$ cat src/rtl/pc_sequencer.sv
// pc_sequencer: next-PC selection with redirect priority, stall/halt control and fetch counting.
// Define PC_SEQ_REDIRECT_BUF_EN to buffer redirects that arrive while fetch is not advancing.
module pc_sequencer #(
  parameter logic [31:0] PC_INIT = 32'h0000_0000,
  parameter logic [31:0] PC_STEP = 32'd4
) (
  input  logic        CLK,
  input  logic        RST,
  input  logic [31:0] pc_out,
  input  logic        ihit,
  input  logic        stall,
  input  logic        br_taken,
  input  logic [31:0] br_target,
  input  logic        jmp,
  input  logic [31:0] jmp_target,
  input  logic        jr,
  input  logic [31:0] jr_target,
  input  logic        halt,
  output logic [31:0] pc_next,
  output logic        pcWEN,
  output logic        flush,
  output logic        halted,
  output logic        redirect_pending,
  output logic [31:0] fetch_count
);
  typedef enum logic {RUN, HALT} state_t;
  state_t state;
  logic run, live, advance, pend;
  logic [31:0] live_tgt, pend_tgt;
  assign run = (state == RUN) && !RST;
  assign live = jr | jmp | br_taken;
  assign live_tgt = jr ? jr_target : jmp ? jmp_target : br_target;
  assign advance = run & ihit & ~stall & ~halt;
  assign pcWEN = advance;
  assign flush = advance & (pend | live);
  assign pc_next = !advance ? pc_out : pend ? pend_tgt : live ? live_tgt : pc_out + PC_STEP;
  assign halted = state == HALT;
  assign redirect_pending = pend;
  always_ff @(posedge CLK or posedge RST)
    if (RST) begin
      state <= RUN;
      fetch_count <= '0;
    end else begin
      if (run && halt) state <= HALT;
      if (advance) fetch_count <= fetch_count + 32'd1;
    end
`ifdef PC_SEQ_REDIRECT_BUF_EN
  // Buffered redirect survives stalls; halt or the consuming advance clears it.
  always_ff @(posedge CLK or posedge RST)
    if (RST) begin
      pend <= 1'b0;
      pend_tgt <= PC_INIT;
    end else if (run && (halt || advance)) begin
      pend <= 1'b0;
    end else if (run && live) begin
      pend <= 1'b1;
      pend_tgt <= live_tgt;
    end
`else
  assign pend = 1'b0;
  assign pend_tgt = PC_INIT;
`endif
endmodule
$ cat config.mk
export PLATFORM = sky130hd
export DESIGN_NAME = pc_sequencer
export DESIGN_NICKNAME = d
export VERILOG_FILES = /design/src/rtl/pc_sequencer.sv
export SDC_FILE = /design/constraint.sdc
export NUM_CORES = 1
export LEC_CHECK = 0
export CAP_MARGIN = 20
export CORE_ASPECT_RATIO = 0.6
export CORE_MARGIN = 2
export CORE_UTILIZATION = 30
export CTS_CLUSTER_DIAMETER = 80
export DETAILED_ROUTE_END_ITERATION = 10
export GPL_TIMING_DRIVEN = 0
export PLACE_DENSITY = 0.71
export SKIP_LAST_GASP = 1
export SYNTH_ARGS = -nofsm -noshare
export SYNTH_HDL_FRONTEND = slang
export SYNTH_SLANG_ARGS = --single-unit
$ cat constraint.sdc
create_clock -name CLK -period 3.83 [get_ports CLK]
set_input_delay 1.149 -clock CLK [delete_from_list [all_inputs] [get_ports CLK]]
set_output_delay 1.149 -clock CLK [all_outputs]
set_load 0.01 [all_outputs]
==> flow_metrics.py <==
metrics = {
    "pwr": {
        "intPower_mw": 0.8234,
        "p_sw_frac": 0.2774,
        "pwr-share-comb": 0.329,
        "p_leak_nw": 2.668,
        "seq_power_share": 0.310,
        "powerDensity_nw_per_um2": 185.2,
        "ir_worst_vdd_uv": 151.5,
        "pwr-share-clk": 0.361,
        "p_switching_mw": 0.3162,
    },
    "clock_network": {
        "cts.sinks": 33,
        "cts_tree": "yes",
        "cts_buffer_depth": 2,
        "htree_num_levels": 2,
        "cts_hold_buffers": 0,
        "clkLatencyLatePin_ns": 0.27,
        "clk_pin_slew_ns": 0.05,
        "cts_root_buf": "clkbuf_16",
        "cts_buffers": 5,
    },
    "placement": {
        "dpl.hpwl_um": 12820,
        "io_buffers": 202,
        "place_congestion": 1.011,
        "pre_cts_slack_ns": -1.221,
    },
    "floorplanning": {
        "die_w_um": 139.4,
        "ios": 204,
        "die-area_um2": 11890,
        "start_util": 0.3106,
        "core_area_um2": 10630,
        "fp-row-count": 29,
        "die_h_um": 85.27,
    },
    "synth": {
        "synthCells": 441,
        "synth_edf_count": 0,
        "synth_common_cells": "57 x nand2_1, 51 x o21ai_0, 38 x nor2_1, 33 x dfrtp_1, 23 x a21oi_1",
        "yosysTopAreaCell": "dfrtp_1",
        "yosys.cell_count.top_type": "nand2_1",
        "syn_area_per_cell_um2": 7.487,
        "synth_top_area_frac": 0.2501,
        "ys_warn_count": 0,
        "synthFlopType": "dfrtp_1",
        "ys_types": 51,
        "async_flop_share": 1.000,
        "syn-num-nets": 579,
        "netlist_area_um2": 3302,
        "yosysSeqAreaShare": 0.2501,
        "synthTopCellsByArea": "dfrtp_1 25%, o21ai_0 7.7%, nand2_1 6.5%, xnor2_1 5.6%, a22oi_1 4.5%",
        "yosys_register_bits": 33,
    },
    "timing": {
        "fmax_mhz": 251.1,
        "min_period_ns": 3.982,
        "fin_ws_ns": -0.1517,
        "slew_viol_final": 0,
        "rsz0062_at_grt": "true",
        "clock_skew_ns": 0.004134,
        "hold_viol": 0,
        "timing.final.crit_share": 1.040,
        "tns_ns": -0.5235,
        "worst_slew_pin_slew_ns": 0.7483,
        "setup_viol": 5,
        "slew-limit-headroom": 0.5006,
    },
    "final_layout": {
        "multi_input_area_um2": 2521,
        "regArea_um2": 825.8,
        "drive_above_1_share": 0.2629,
        "area_growth_pct": 86.36,
        "fin_nets": 833,
        "fillerInstances": 988,
        "final_core_util": 0.5788,
    },
    "global_route": {
        "gr-total-overflow": 0,
        "grt_pass1_vias": 4623,
        "grt_pass1_wl_um": 24930,
        "antenna_found_initial": 1,
        "grt_util_all_layers": 0.2643,
        "grt_max_degree": 19,
    },
    "outcome": {
        "status": "finished, violations left",
        "violations": "negative setup slack",
    },
    "worst_setup_path": {
        "cp-start-kind": "primary input",
        "cp-end-kind": "primary output",
        "critical_path.top_delay_family": "simple AND/OR/NAND/NOR gates",
        "rrSetupSlack_ns": 1.79,
        "crit_type": "primary input to primary output",
        "path_max_fanout": 6,
        "critPathRequiredTime_ns": 2.68,
        "worstPathArrival_ns": 2.83,
        "max_stage_delay_ns": 0.60,
        "path_cells": "buf_8 -> nand2b_4 -> or4_4 -> clkinv_4 -> buf_8 -> nand4_1 -> o311ai_1 -> buf_2",
        "cp_num_buf_inv": 4,
        "crit_top_cell": "buf_8",
        "slowest_stage": "or4_4",
    },
    "routing": {
        "postRouteAntennaNets": 0,
        "wl_um": 16420,
        "routed-via-count": 4720,
        "wl_per_cell_um": 19.64,
        "firstDrtPassIters": 7,
        "routed_via_density": 5.646,
        "drt_iter0_drc": 385,
        "drc": 0,
    },
    "worst_hold_path": {
        "worstHoldPathType": "register to register",
    },
    "job": {
        "maxCapViolations": 0,
    },
}
power groups by stage:
| stage | combinational, mW | clock [mW] | sequential, mW |
|---|---|---|---|
| 6_report | 0.375 | 0.412 | 0.353 |
| 5_1_grt | 0.400 | 0.433 | 0.354 |
| 4_1_cts | 0.364 | 0.416 | 0.353 |
| 3_5_place_dp | 0.360 | 0 | 0.359 |
| 3_3_place_gp | 0.352 | 0 | 0.359 |
| 2_1_floorplan | 0.117 | 0 | 0.360 |
final timing paths:
path | from | endpoint | cells after the start
worst max register to register | halted$_DFFE_PP0P_ | fetch_count[30]$_DFFE_PP0P_ | 7
min in group asynchronous | RST | fetch_count[2]$_DFFE_PP0P_ | 2
worst min register to register | fetch_count[31]$_DFFE_PP0P_ | fetch_count[31]$_DFFE_PP0P_ | 1
worst max-delay path | ihit | pc_next[22] | 8
max in group asynchronous | RST | fetch_count[7]$_DFFE_PP0P_ | 3
worst min-delay path | fetch_count[31]$_DFFE_PP0P_ | fetch_count[31]$_DFFE_PP0P_ | 1
cell type report:
type | count | share of cell area
clock buffers | 7 | 0.02481
flip-flops and latches | 33 | 0.1342
clock inverters | 1 | 0.0008133
repair buffers | 249 | 0.3554
diodes | 1 | 0.0004067
inverters | 11 | 0.007523
plain buffers | 26 | 0.03884
multi-input cells | 369 | 0.4097
well taps | 139 | 0.02826
registers in the layout, summed over array words and instances (netlist names):
name and cells:
fetch_count 32, halted 1
layer usage:
metal	part of all wire	track usage	routed length [um]	up-vias
li1	-	-	-	2166
met1	0.43	0.3579	7111	2251
met2	0.44	0.4220	7299	262
met3	0.090	0.05700	1474	41
met4	0.032	0.08815	529	0
met5	0	0	0	-
cell usage in the layout (no fill, tap or decap), types with 21 or more instances in the layout:
cell type / n
a21oi_1: 21
buf_2: 40
buf_4: 45
clkdlybuf4s50_1: 133
dfrtp_1: 33
nand2_1: 53
nor2_1: 36
o21ai_0: 31
o21ai_1: 24
xnor2_1: 21
cell families (layout without fill, tap and decap cells):
logic type	after synthesis	in the layout	synth area share
and+or+nand+nor	180	180	0.3100
AOI/OAI and AO/OA	151	151	0.2846
buffers and inverters	39	294	0.05229
DFF	33	33	0.2501
xor gates and xnor gates	31	31	0.08223
muxes	4	4	0.01213
adders and majority gates	2	2	0.007577
other	1	2	0.001136
stage by stage:
stage | hold WS (ns) | total power [mW] | cells | instance area (um2)
5_1_grt | 0.4901 | 1.186 | 836 | 6153
3_3_place_gp | 0.4647 | 0.7106 | 782 | 5498
2_1_floorplan | 0.5039 | 0.4770 | 441 | 3302
6_report | 0.4808 | 1.140 | 836 | 6153
3_5_place_dp | 0.4730 | 0.7189 | 783 | 5525
4_1_cts | 0.4843 | 1.133 | 822 | 6053
timing repair:
item / CTS / global route
pin swaps: 25 / 30
gates resized for setup: 312 / 53
cloned: 0 / 1
endpoints found under the setup margin: 34 / 31
buffers inserted: 32 / 13
(Power assumes the default switching activity.)
